## src/rtl/nyan_sequencer_if.sv

```systemverilog
// Song ROM bus between the note sequencer (master) and the ROM (slave).
// The address is registered by the master; data follows one cycle later.
interface nyan_sequencer_if #(
    parameter int ADDR_W = 6
) ();
    logic [ADDR_W-1:0] rom_addr;
    logic [7:0]        rom_data;

    modport master (output rom_addr, input  rom_data);
    modport slave  (input  rom_addr, output rom_data);
endinterface

```

## src/rtl/nyan_sequencer.sv

```systemverilog
// Note sequencer: walks the song ROM, times each note in tempo ticks, drives
// pitch/gate to the tone generator and exports beat/loop for animation sync.
module nyan_sequencer #(
    parameter int TICK_DIV   = 200000,
    parameter int GAP_CYCLES = 20000,
    parameter int ADDR_W     = 6,
    parameter int SONG_LEN   = 64,
    parameter int LOOP_START = 16
) (
    input  logic             clk,
    input  logic             rst_n,
    input  logic             enable,
    input  logic             restart,
    nyan_sequencer_if.master rom,
    output logic [4:0]       pitch,
    output logic             gate,
    output logic             note_strobe,
    output logic             beat,
    output logic [7:0]       loop_count
);
    localparam int TW = (TICK_DIV > 2) ? $clog2(TICK_DIV) : 1;
    localparam logic [TW-1:0]     TICK_LAST = TW'(TICK_DIV - 1);
    localparam logic [TW:0]       GAP_START = (TW+1)'(TICK_DIV - GAP_CYCLES);
    localparam logic [ADDR_W-1:0] LAST_ADDR = ADDR_W'(SONG_LEN - 1);
    localparam logic [ADDR_W-1:0] LOOP_ADDR = ADDR_W'(LOOP_START);

    typedef enum logic [1:0] {IDLE, FETCH, LOAD, PLAY} state_t;

    state_t            state, state_d;
    logic [ADDR_W-1:0] addr_q;
    logic [TW-1:0]     tick_cnt;
    logic [2:0]        remaining;
    logic              gate_q, strobe_q, beat_q;
    logic              wrap, note_end, in_gap;

    assign wrap     = (state == PLAY) && (tick_cnt == TICK_LAST);
    assign note_end = wrap && (remaining == 3'd0);
    assign in_gap   = (state == PLAY) && (remaining == 3'd0) && ({1'b0, tick_cnt} >= GAP_START);

    always_comb begin
        state_d = state;
        if (restart) begin
            state_d = FETCH;
        end else if (enable) begin
            case (state)
                IDLE:    state_d = FETCH;
                FETCH:   state_d = LOAD;
                LOAD:    state_d = PLAY;
                PLAY:    if (note_end) state_d = FETCH;
                default: state_d = IDLE;
            endcase
        end
    end

    always_ff @(posedge clk or negedge rst_n) begin
        if (!rst_n) state <= IDLE;
        else        state <= state_d;
    end

    // Pulses are cleared on every edge, so a pause never replays a strobe or beat.
    always_ff @(posedge clk or negedge rst_n) begin
        if (!rst_n) begin
            addr_q     <= '0;
            tick_cnt   <= '0;
            remaining  <= '0;
            pitch      <= '0;
            gate_q     <= 1'b0;
            strobe_q   <= 1'b0;
            beat_q     <= 1'b0;
            loop_count <= '0;
        end else if (restart) begin
            addr_q    <= '0;
            tick_cnt  <= '0;
            remaining <= '0;
            pitch     <= '0;
            gate_q    <= 1'b0;
            strobe_q  <= 1'b0;
            beat_q    <= 1'b0;
        end else begin
            strobe_q <= 1'b0;
            beat_q   <= 1'b0;
            if (enable) begin
                case (state)
                    LOAD: begin
                        pitch     <= rom.rom_data[7:3];
                        remaining <= rom.rom_data[2:0];
                        tick_cnt  <= '0;
                        gate_q    <= (rom.rom_data[7:3] != 5'd0);
                        strobe_q  <= 1'b1;
                    end
                    PLAY: begin
                        if (wrap) begin
                            tick_cnt <= '0;
                            beat_q   <= 1'b1;
                            if (remaining != 3'd0) begin
                                remaining <= remaining - 3'd1;
                            end else begin
                                gate_q <= 1'b0;
                                if (addr_q == LAST_ADDR) begin
                                    addr_q     <= LOOP_ADDR;
                                    loop_count <= loop_count + 8'd1;
                                end else begin
                                    addr_q <= addr_q + ADDR_W'(1);
                                end
                            end
                        end else begin
                            tick_cnt <= tick_cnt + TW'(1);
                        end
                    end
                    default: ;
                endcase
            end
        end
    end

    assign rom.rom_addr = addr_q;
    assign gate         = gate_q && enable && !in_gap;
    assign note_strobe  = strobe_q && enable;
    assign beat         = beat_q && enable;
endmodule

```

## src/flat_wrapper.sv

```systemverilog
// flat-port wrapper written by rule: the top's interface ports become plain ports
module nyan_sequencer_flat 
#(
    parameter int TICK_DIV   = 200000,
    parameter int GAP_CYCLES = 20000,
    parameter int ADDR_W     = 6,
    parameter int SONG_LEN   = 64,
    parameter int LOOP_START = 16
)
  (clk, rst_n, enable, restart, pitch, gate, note_strobe, beat, loop_count, rom_rom_addr, rom_rom_data);
  nyan_sequencer_if #(.ADDR_W(ADDR_W)) rom_i ();
  input  logic clk;
  input  logic rst_n;
  input  logic enable;
  input  logic restart;
  output logic [4:0] pitch;
  output logic gate;
  output logic note_strobe;
  output logic beat;
  output logic [7:0] loop_count;
  output wire logic [$bits(rom_i.rom_addr)-1:0] rom_rom_addr;
  input wire logic [$bits(rom_i.rom_data)-1:0] rom_rom_data;
  assign rom_rom_addr = rom_i.rom_addr;
  assign rom_i.rom_data = rom_rom_data;
  nyan_sequencer #(.TICK_DIV(TICK_DIV), .GAP_CYCLES(GAP_CYCLES), .ADDR_W(ADDR_W), .SONG_LEN(SONG_LEN), .LOOP_START(LOOP_START)) u_core (.clk(clk), .rst_n(rst_n), .enable(enable), .restart(restart), .rom(rom_i), .pitch(pitch), .gate(gate), .note_strobe(note_strobe), .beat(beat), .loop_count(loop_count));
endmodule
```

## config.mk

```make
export PLATFORM = sky130hd
export DESIGN_NAME = nyan_sequencer_flat
export DESIGN_NICKNAME = d
export VERILOG_FILES = /design/src/rtl/nyan_sequencer_if.sv /design/src/rtl/nyan_sequencer.sv /design/src/flat_wrapper.sv
export SDC_FILE = /design/constraint.sdc
export NUM_CORES = 1
export LEC_CHECK = 0
export CAP_MARGIN = 20
export CORE_MARGIN = 1
export CORE_UTILIZATION = 40
export DETAILED_ROUTE_END_ITERATION = 10
export REMOVE_ABC_BUFFERS = 1
export SLEW_MARGIN = 25
export SYNTH_ARGS = -nofsm -noshare
export SYNTH_HDL_FRONTEND = slang
export SYNTH_SLANG_ARGS = --single-unit
export TNS_END_PERCENT = 1
```

## constraint.sdc

```tcl
create_clock -name clk -period 3.5 [get_ports clk]
set_input_delay 0.525 -clock clk [delete_from_list [all_inputs] [get_ports clk]]
set_output_delay 0.525 -clock clk [all_outputs]
set_load 0.02 [all_outputs]
```

## Word-level counts from Yosys, hierarchy flattened

Cells that the tools add are included.

| cells by class | value |
|---|---|
| $add $sub $neg | 4 |
| $mul | 0 |
| div/mod/pow operators | 0 |
| magnitude comparators | 1 |
| eq/ne operators | 10 |
| shift-type cells | 0 |
| muxes and demuxes | 34 |
| bitwise gates (word level) | 2 |
| reduce and logical (&&, ||, !) cells | 25 |

Operators by type and width:

| cell | count |
|---|---|
| two-way mux 18 bit | 3 |
| two-way mux 6 bit | 6 |
| one-hot mux 18 bit (2 select lines) | 1 |
| adder 18 x 1 -> 18 bit (second input constant) | 1 |
| equality test 18 bit (second input constant) | 1 |
| greater-or-equal comparator 18 bit (second input constant) | 1 |
| two-way mux 5 bit | 3 |
| two-way mux 3 bit | 4 |
| AND reduction 4 bit | 3 |
| two-way mux 1 bit | 11 |
| adder 8 x 1 -> 8 bit (second input constant) | 1 |
| logical AND 1 bit | 8 |
| one-hot mux 2 bit (4 select lines) | 1 |
| nonzero test 2 bit | 4 |
| adder 6 x 1 -> 6 bit (second input constant) | 1 |
| equality test 6 bit (second input constant) | 1 |
| two-way mux 2 bit | 3 |
| != test 3 x 2 -> 1 bit (second input constant) | 2 |
| != test 3 bit (second input constant) | 2 |
| one-hot mux 3 bit (2 select lines) | 1 |
| AND reduction 2 bit | 3 |
| AND reduction 6 bit | 1 |
| nonzero test 3 bit | 2 |
| nonzero test 5 bit | 1 |
| 9 further kinds | 11 |

| storage, ports and cells | value |
|---|---|
| flip-flop bits (word level) | 45 |
| bits in latches | 0 |
| RAM bits | 0 |
| memory bits (read-only) | 0 |
| bits of input ports | 12 |
| memories | 0 |

## Depth between registers and ports, before layout

Gate-level depths: netlist of run 1.

| depth | value |
|---|---|
| word-level depth | 7 |
| mapped depth | 7 |
| gate-level depth less buffers | 6 |

## Least setup slack after synthesis of run 1

Ideal clock, no wire load.

| timing path | value |
|---|---|
| path kind | reg2out |
| start point | register u_core.tick_cnt[5] |
| end point | output port gate |
| arrival | 1,468 ps |
| slack | 1,507 ps |
| cell stages (with the launch flop) | 6 |
| buffers on the path | 1 |
| cell sequence | dfrtp_1 buf_2 or3_1 a41oi_1 o21ai_0 a31oi_1 |

| on the way | value |
|---|---|
| word-level cells in the longest chain between the ends | 4 |

Ends and longest elaborated chain:

| item | RTL line | text |
|---|---|---|
| from (decl) | nyan_sequencer.sv:31 | `logic [TW-1:0] tick_cnt;` |
| from (signal assigned) | nyan_sequencer.sv:107 | `tick_cnt <= tick_cnt + TW'(1);` |
| greater-or-equal comparator 18 bit | nyan_sequencer.sv:38 | `assign in_gap = (state == PLAY) && (remaining == 3'd0) && ({1'b0, tick_cnt} >= GAP_START);` |
| logical AND 1 bit | nyan_sequencer.sv:38 |  |
| logical NOT 1 bit | nyan_sequencer.sv:117 | `assign gate = gate_q && enable && !in_gap;` |
| logical AND 1 bit | nyan_sequencer.sv:117 |  |
| to (decl) | flat_wrapper.sv:17 | `output logic gate;` |

No other way between the ends.

## Final worst setup path of run 1

Ends and elaborated chain as after synthesis.

==> results of run 1 <==
flip-flops by register name (all words and copies together), names as in the netlist:
signal / cells
u_core.tick_cnt: 18
u_core.loop_count: 8
u_core.rom.rom_addr: 6
u_core.pitch: 5
u_core.remaining: 3
u_core.state: 2
u_core.beat_q: 1
u_core.gate_q: 1
u_core.strobe_q: 1
cells by family (layout without fill, tap and decap cells):
group,Yosys count,in the layout,synth area share [%]
buf+inv,27,59,4.61
xor+xnor,7,7,2.33
flops,45,45,42.8
fa+ha+maj,9,9,4.28
mux,5,5,2.04
compound gates,72,72,17.3
simple gates,120,120,26.6
stage by stage:
stage	worst slack (ns)	std cells	util (%)	area, um2	hold slack [ns]
2_1_floorplan	1.49	273	-	2570	0.229
3_3_place_gp	0.733	386	47.4	3010	0.457
5_1_grt	0.518	394	48.7	3100	0.267
4_1_cts	0.639	394	48.7	3100	0.249
6_report	0.663	394	48.7	3100	0.223
3_5_place_dp	0.718	386	47.4	3010	0.461
per-layer routing:
layer / up-vias / wire [um] / GRT usage [%]
met5: - / 0 / 0
met4: 0 / 51 / 4.70
met3: 6 / 185 / 3.18
met2: 44 / 2680 / 29.0
met1: 1062 / 2940 / 25.5
li1: 1115 / - / -
Yosys cell counts (7+ instances only):
cell	number
dfrtp_1	45
nand2_1	28
a21oi_1	20
o21ai_0	18
inv_1	15
nand3_1	15
ha_1	9
nor2_1	9
nand4_1	8
o211ai_1	8
or3_1	8
and3_1	7
nor2b_1	7
xor2_1	7
power groups by stage:
stage          Combinational [uW]  Sequential, uW  Clock (uW)
6_report                      174             548         318
5_1_grt                       198             551         355
4_1_cts                       175             548         327
3_5_place_dp                  174             559           0
3_3_place_gp                  173             558           0
2_1_floorplan                 103             558           0
how the worst min path moves through the flow:
stage	from	endpoint	slack, ns	cells after the start
after global routing	rst_n	u_core.loop_count[2]	0.27	1
after CTS	rst_n	u_core.tick_cnt[3]	0.25	1
after detailed placement	u_core.loop_count[7]	u_core.loop_count[7]	0.46	1
after global placement	u_core.loop_count[7]	u_core.loop_count[7]	0.46	1
final	rst_n	u_core.tick_cnt[14]	0.22	1
after floorplan	rst_n	u_core.beat_q	0.23	0
worst reg2reg max path: cells and delay by family, from the launching register on:
kind	cells	cell delay, ns
AND/OR/NAND/NOR	1	0.61
flip-flops	1	0.42
AO/OA/AOI/OAI	3	0.99
adder cells (fa/ha/maj)	1	0.36
cells in the final DEF, fill, tap and decap left out, types with 3 or more instances in the layout:
cell type,netlist,final
o31ai_1,6,6
ha_1,9,9
nor2_1,9,9
clkbuf_8,0,5
inv_1,15,15
a31oi_1,3,3
o22ai_1,3,3
nor4_1,6,6
mux2_2,3,3
and3_1,7,7
and2_1,6,6
o2111ai_1,3,3
a21oi_1,20,20
nand4_1,8,8
o211ai_1,8,8
nor2b_1,7,7
or3_1,8,8
nand3_1,15,15
clkdlybuf4s50_1,0,32
buf_4,2,4
xor2_1,7,7
nand2_1,28,28
and4_1,4,4
o21ai_0,18,18
or4_1,5,5
dfrtp_1,45,45
nand2b_1,4,4
area by class of cell:
cell class	count	share of cell area, %
inverter	15	1.82
multi-input combinational	213	44.7
timing repair buffer	36	11.3
clock buffer	6	2.34
clock inverter	2	0.323
sequential	45	36.4
tap	77	3.11
==> flow_summary.toml, run 1 <==
[logic_synthesis]
netlist_area_um2 = 2630
synth_ff_type = "dfrtp_1"
synth-edff-count = 0
synth_top_area_cell = "dfrtp_1"
yosysWarnings = 0
syn_area_per_cell_um2 = 9.23
yosysSeqAreaShare_pct = 42.8
yosysUniqueCellTypes = 48
synth.area.top_cells = "dfrtp_1 (43%), ha_1 (4.3%), nand2_1 (4.0%), a21oi_1 (3.8%), o21ai_0 (3.4%)"
ys_async_sr_fraction_pct = 100
ys_seq_elements = 45
synth_top_area_share_pct = 42.8
synthCells = 285

[cts]
ctsHoldBuffers = 0
ctsLongestPathBuffers = 2
path_clk_slew_ns = 0.09
clock-sinks = 45
root_buffer = "clkbuf_8"
numCtsBuffers = 5
post_cts_buffers = 0
ctsResizeCount = 0
insertion_delay_ns = 0.30
cts_tree = "built"
htreeDepth = 2

[worst_hold_path]
worstHoldPathType = "input port to asynchronous set/reset pin"

[sta]
finalHoldViolCount = 0
rsz0062_at_grt = "no"
max-slew-margin-rel_pct = 48.5
fin_crit_ns = 2.84
clock_skew_ns = 0.0106
tightest_slew_ns = 0.770
slew_violations = 0
finalSetupViolCount = 0
fmax_mhz = 352
fin_crit_sh_pct = 81.1
fin_tns_setup_ns = 0

[finish]
multi_input_area_um2 = 1380
final_nets = 337
layout-drive-gt1-share_pct = 6.62
fillCellCount = 588
area_delta_synth_final_pct = 17.6
n_antenna_cell = 0
regArea_um2 = 1130

[worst_setup_path]
reg2regPathDepth = 5
slowest_delay_ns = 0.62
r2r_end = "u_core.remaining[0]"
path_delay_family = "buffers and inverters"
critPathRequiredTime_ns = 2.97
cp.depth = 5
path_cells = "or3_1 -> a41oi_1 -> o21ai_0 -> a31oi_1 -> clkdlybuf4s50_1"
cpMaxStageDelayCell = "clkdlybuf4s50_1"
crit_end = "gate"
path_class = "flip-flop to output pin"
worst-path-max-fanout = 10
arrival_ns = 2.31
worstSetupStartpoint = "u_core.tick_cnt[5]"
timing.rr.start = "u_core.state[0]"
cp-start-kind = "flip-flop"
cp.buffers_inverters = 1
r2r_slack_ns = 1.03
worst_setup_path_end_kind = "output pin"

[place]
dpl.hpwl_mm = 4.05
gp_congestion = 0.798
portBuffers = 33

[route]
drtPass1Iterations = 4
ant_nets = 0
via_count = 2227
vias_per_cell = 5.65
routedWlPerCell_um = 14.9
drc_errors = 0
wirelength_mm = 5.86
drt_iter0_markers = 180

[global_route]
grt_usage_pct = 18.2
antenna_found_initial = 0
overflow = 0
grt_pass1_vias = 2122
grt_max_degree = 46
grt_pass1_wl_mm = 10.3

[pwr]
power_leakage_uw = 0.00127
p_sw_uw = 299
vdd_ir_drop_max_uv = 181
sequentialPowerShare_pct = 52.7
clock_power_share_pct = 30.6
internal-power_uw = 741
finalPower_uw = 1040
swShare_pct = 28.8
power.density_nw_per_um2 = 336
comb_power_share_pct = 16.7

[die]
boundaryPins = 34
die_x_um = 83.1
core_area_um2 = 6350
fp-row-count = 29
dieArea_um2 = 6910
start_util_pct = 41.4
die_y_um = 83.1

[status]
status = "finished, final reports clean"

[run]
maxCapViolations = 0
Note: power is estimated with default switching activity, not from simulation.
==> run 2: changes to the inputs <==
- clock period: 3.5 -> 2.6 ns (I/O delays scaled with it)
==> flow_summary.toml, run 2 (synthesis results as in run 1) <==
[global_route]
grt_usage_pct = 18.4
antenna_found_initial = 0
grt_max_degree = 29
grt_pass1_vias = 2107
grt_pass1_wl_mm = 10.4
overflow = 0

[die]
fp-row-count = 29
boundaryPins = 34
die_y_um = 83.1
dieArea_um2 = 6910
core_area_um2 = 6350
start_util_pct = 41.4
die_x_um = 83.1

[cts]
clock-sinks = 45
insertion_delay_ns = 0.30
root_buffer = "clkbuf_8"
htreeDepth = 2
ctsHoldBuffers = 0
path_clk_slew_ns = 0.09
numCtsBuffers = 5
cts_tree = "built"
ctsLongestPathBuffers = 2

[route]
vias_per_cell = 5.60
drtPass1Iterations = 4
wirelength_mm = 5.91
ant_nets = 0
drt_iter0_markers = 120
routedWlPerCell_um = 14.6
drc_errors = 0
via_count = 2273

[sta]
tightest_slew_ns = 0.548
finalHoldViolCount = 0
fin_tns_setup_ns = 0
finalSetupViolCount = 0
slew_violations = 0
fmax_mhz = 427
fin_crit_sh_pct = 90.2
clock_skew_ns = 0.0102
max-slew-margin-rel_pct = 63.3
rsz0062_at_grt = "no"
fin_crit_ns = 2.34

[pwr]
power.density_nw_per_um2 = 455
vdd_ir_drop_max_uv = 258
power_leakage_uw = 0.00133
finalPower_uw = 1450

[finish]
layout-drive-gt1-share_pct = 10.3
final_cells = 406
largest_reg_flops = 18
fillCellCount = 591
final_common_cell = "dfrtp_1"
final_nets = 349
area_delta_synth_final_pct = 21.4
layout_common_cells = "dfrtp_1 (45), clkdlybuf4s50_1 (31), nand2_1 (28)"
n_antenna_cell = 0
top_register = "u_core.tick_cnt"

[worst_setup_path]
timing.rr.start = "u_core.tick_cnt[0]"
worst-path-max-fanout = 6
path_class = "flip-flop to output pin"
arrival_ns = 1.95
cp-start-kind = "flip-flop"
r2r_slack_ns = 0.33
critPathRequiredTime_ns = 2.21
reg2regPathDepth = 6
r2r_end = "u_core.state[1]"
worst_setup_path_end_kind = "output pin"

[place]
gp_congestion = 0.752
dpl.hpwl_mm = 4.36
portBuffers = 33
dp.cells = 398

[status]
status = "finished, final reports clean"

[worst_hold_path]
worstHoldPathType = "input port to asynchronous set/reset pin"

[run]
maxCapViolations = 0
[run 2: cell types whose count changed in the layout (fill, tap and decap cells not counted), sizes merged]
cell,before,now
clkdlybuf4s50,32,31
dlygate4sd2,0,1
buf,4,16
[run 2: where the power goes]
group / switching (uW) / total, uW / internal, uW / leakage (uW)
Sequential: 19.7 / 740 / 720 / 0.000621
Combinational: 149 / 254 / 105 / 0.000663
Clock: 244 / 460 / 216 / 0.0000512
[run 2: worst max path at each step]
stage | startpoint | to | slack [ns] | cells after the start
floorplan | u_core.tick_cnt[0] | u_core.loop_count[1] | 0.59 | 5
global placement | u_core.tick_cnt[6] | gate | 0.28 | 5
detailed placement | u_core.tick_cnt[6] | gate | 0.27 | 5
CTS | u_core.tick_cnt[6] | gate | 0.21 | 5
global route | u_core.tick_cnt[6] | gate | 0.11 | 5
finish | u_core.tick_cnt[6] | gate | 0.26 | 5
[run 2: final cells by class]
cell class / count / area [um2] / share of cell area, %
Timing Repair Buffer: 48 / 437 / 13.7
Clock inverter: 2 / 13.8 / 0.431
Tap cell: 77 / 96.3 / 3.01
Clock buffer: 6 / 82.6 / 2.58
Inverter: 15 / 56.3 / 1.76
Sequential cell: 45 / 1130 / 35.2
Multi-Input combinational cell: 213 / 1380 / 43.3
[run 2: worst max-delay path: stages (launching register included)]
cell	delay, ns
dfrtp_1	0.42
or3_1	0.40
a41oi_1	0.21
o21ai_0	0.10
a31oi_1	0.18
dlygate4sd2_1	0.35
[run 2: routing by layer]
layer / vias to the layer above / routed length [um] / part of all wire [%] / GRT usage [%]
met2: 31 / 2700 / 46 / 28.8
met1: 1087 / 3000 / 51 / 26.4
met3: 7 / 151 / 2.6 / 2.98
met4: 0 / 64 / 1.1 / 5.17
li1: 1148 / - / - / -
met5: - / 0 / 0 / 0
[run 2: stage by stage]
stage / cell area [um2] / util, % / worst slack (ns) / hold slack, ns
CTS: 3200 / 50.3 / 0.211 / 0.0241
detailed placement: 3100 / 48.8 / 0.266 / 0.354
global route: 3200 / 50.3 / 0.108 / 0.0495
finish: 3200 / 50.3 / 0.256 / 0.0167
global placement: 3100 / 48.8 / 0.282 / 0.344
floorplan: 2570 / - / 0.587 / 0.0944
[run 2: repair_timing]
| action | CTS | global route |
|---|---|---|
| buffers inserted | 0 | 0 |
| endpoints found under the setup margin | 1 | 0 |
| hold endpoints to repair | 0 | 0 |
| resized for setup | 1 | 0 |
==> run 3: changes to the inputs <==
- CORE_MARGIN: 1 -> default
==> results of run 3 <==
The final DEF is identical to that of run 2; final timing and power are the same.
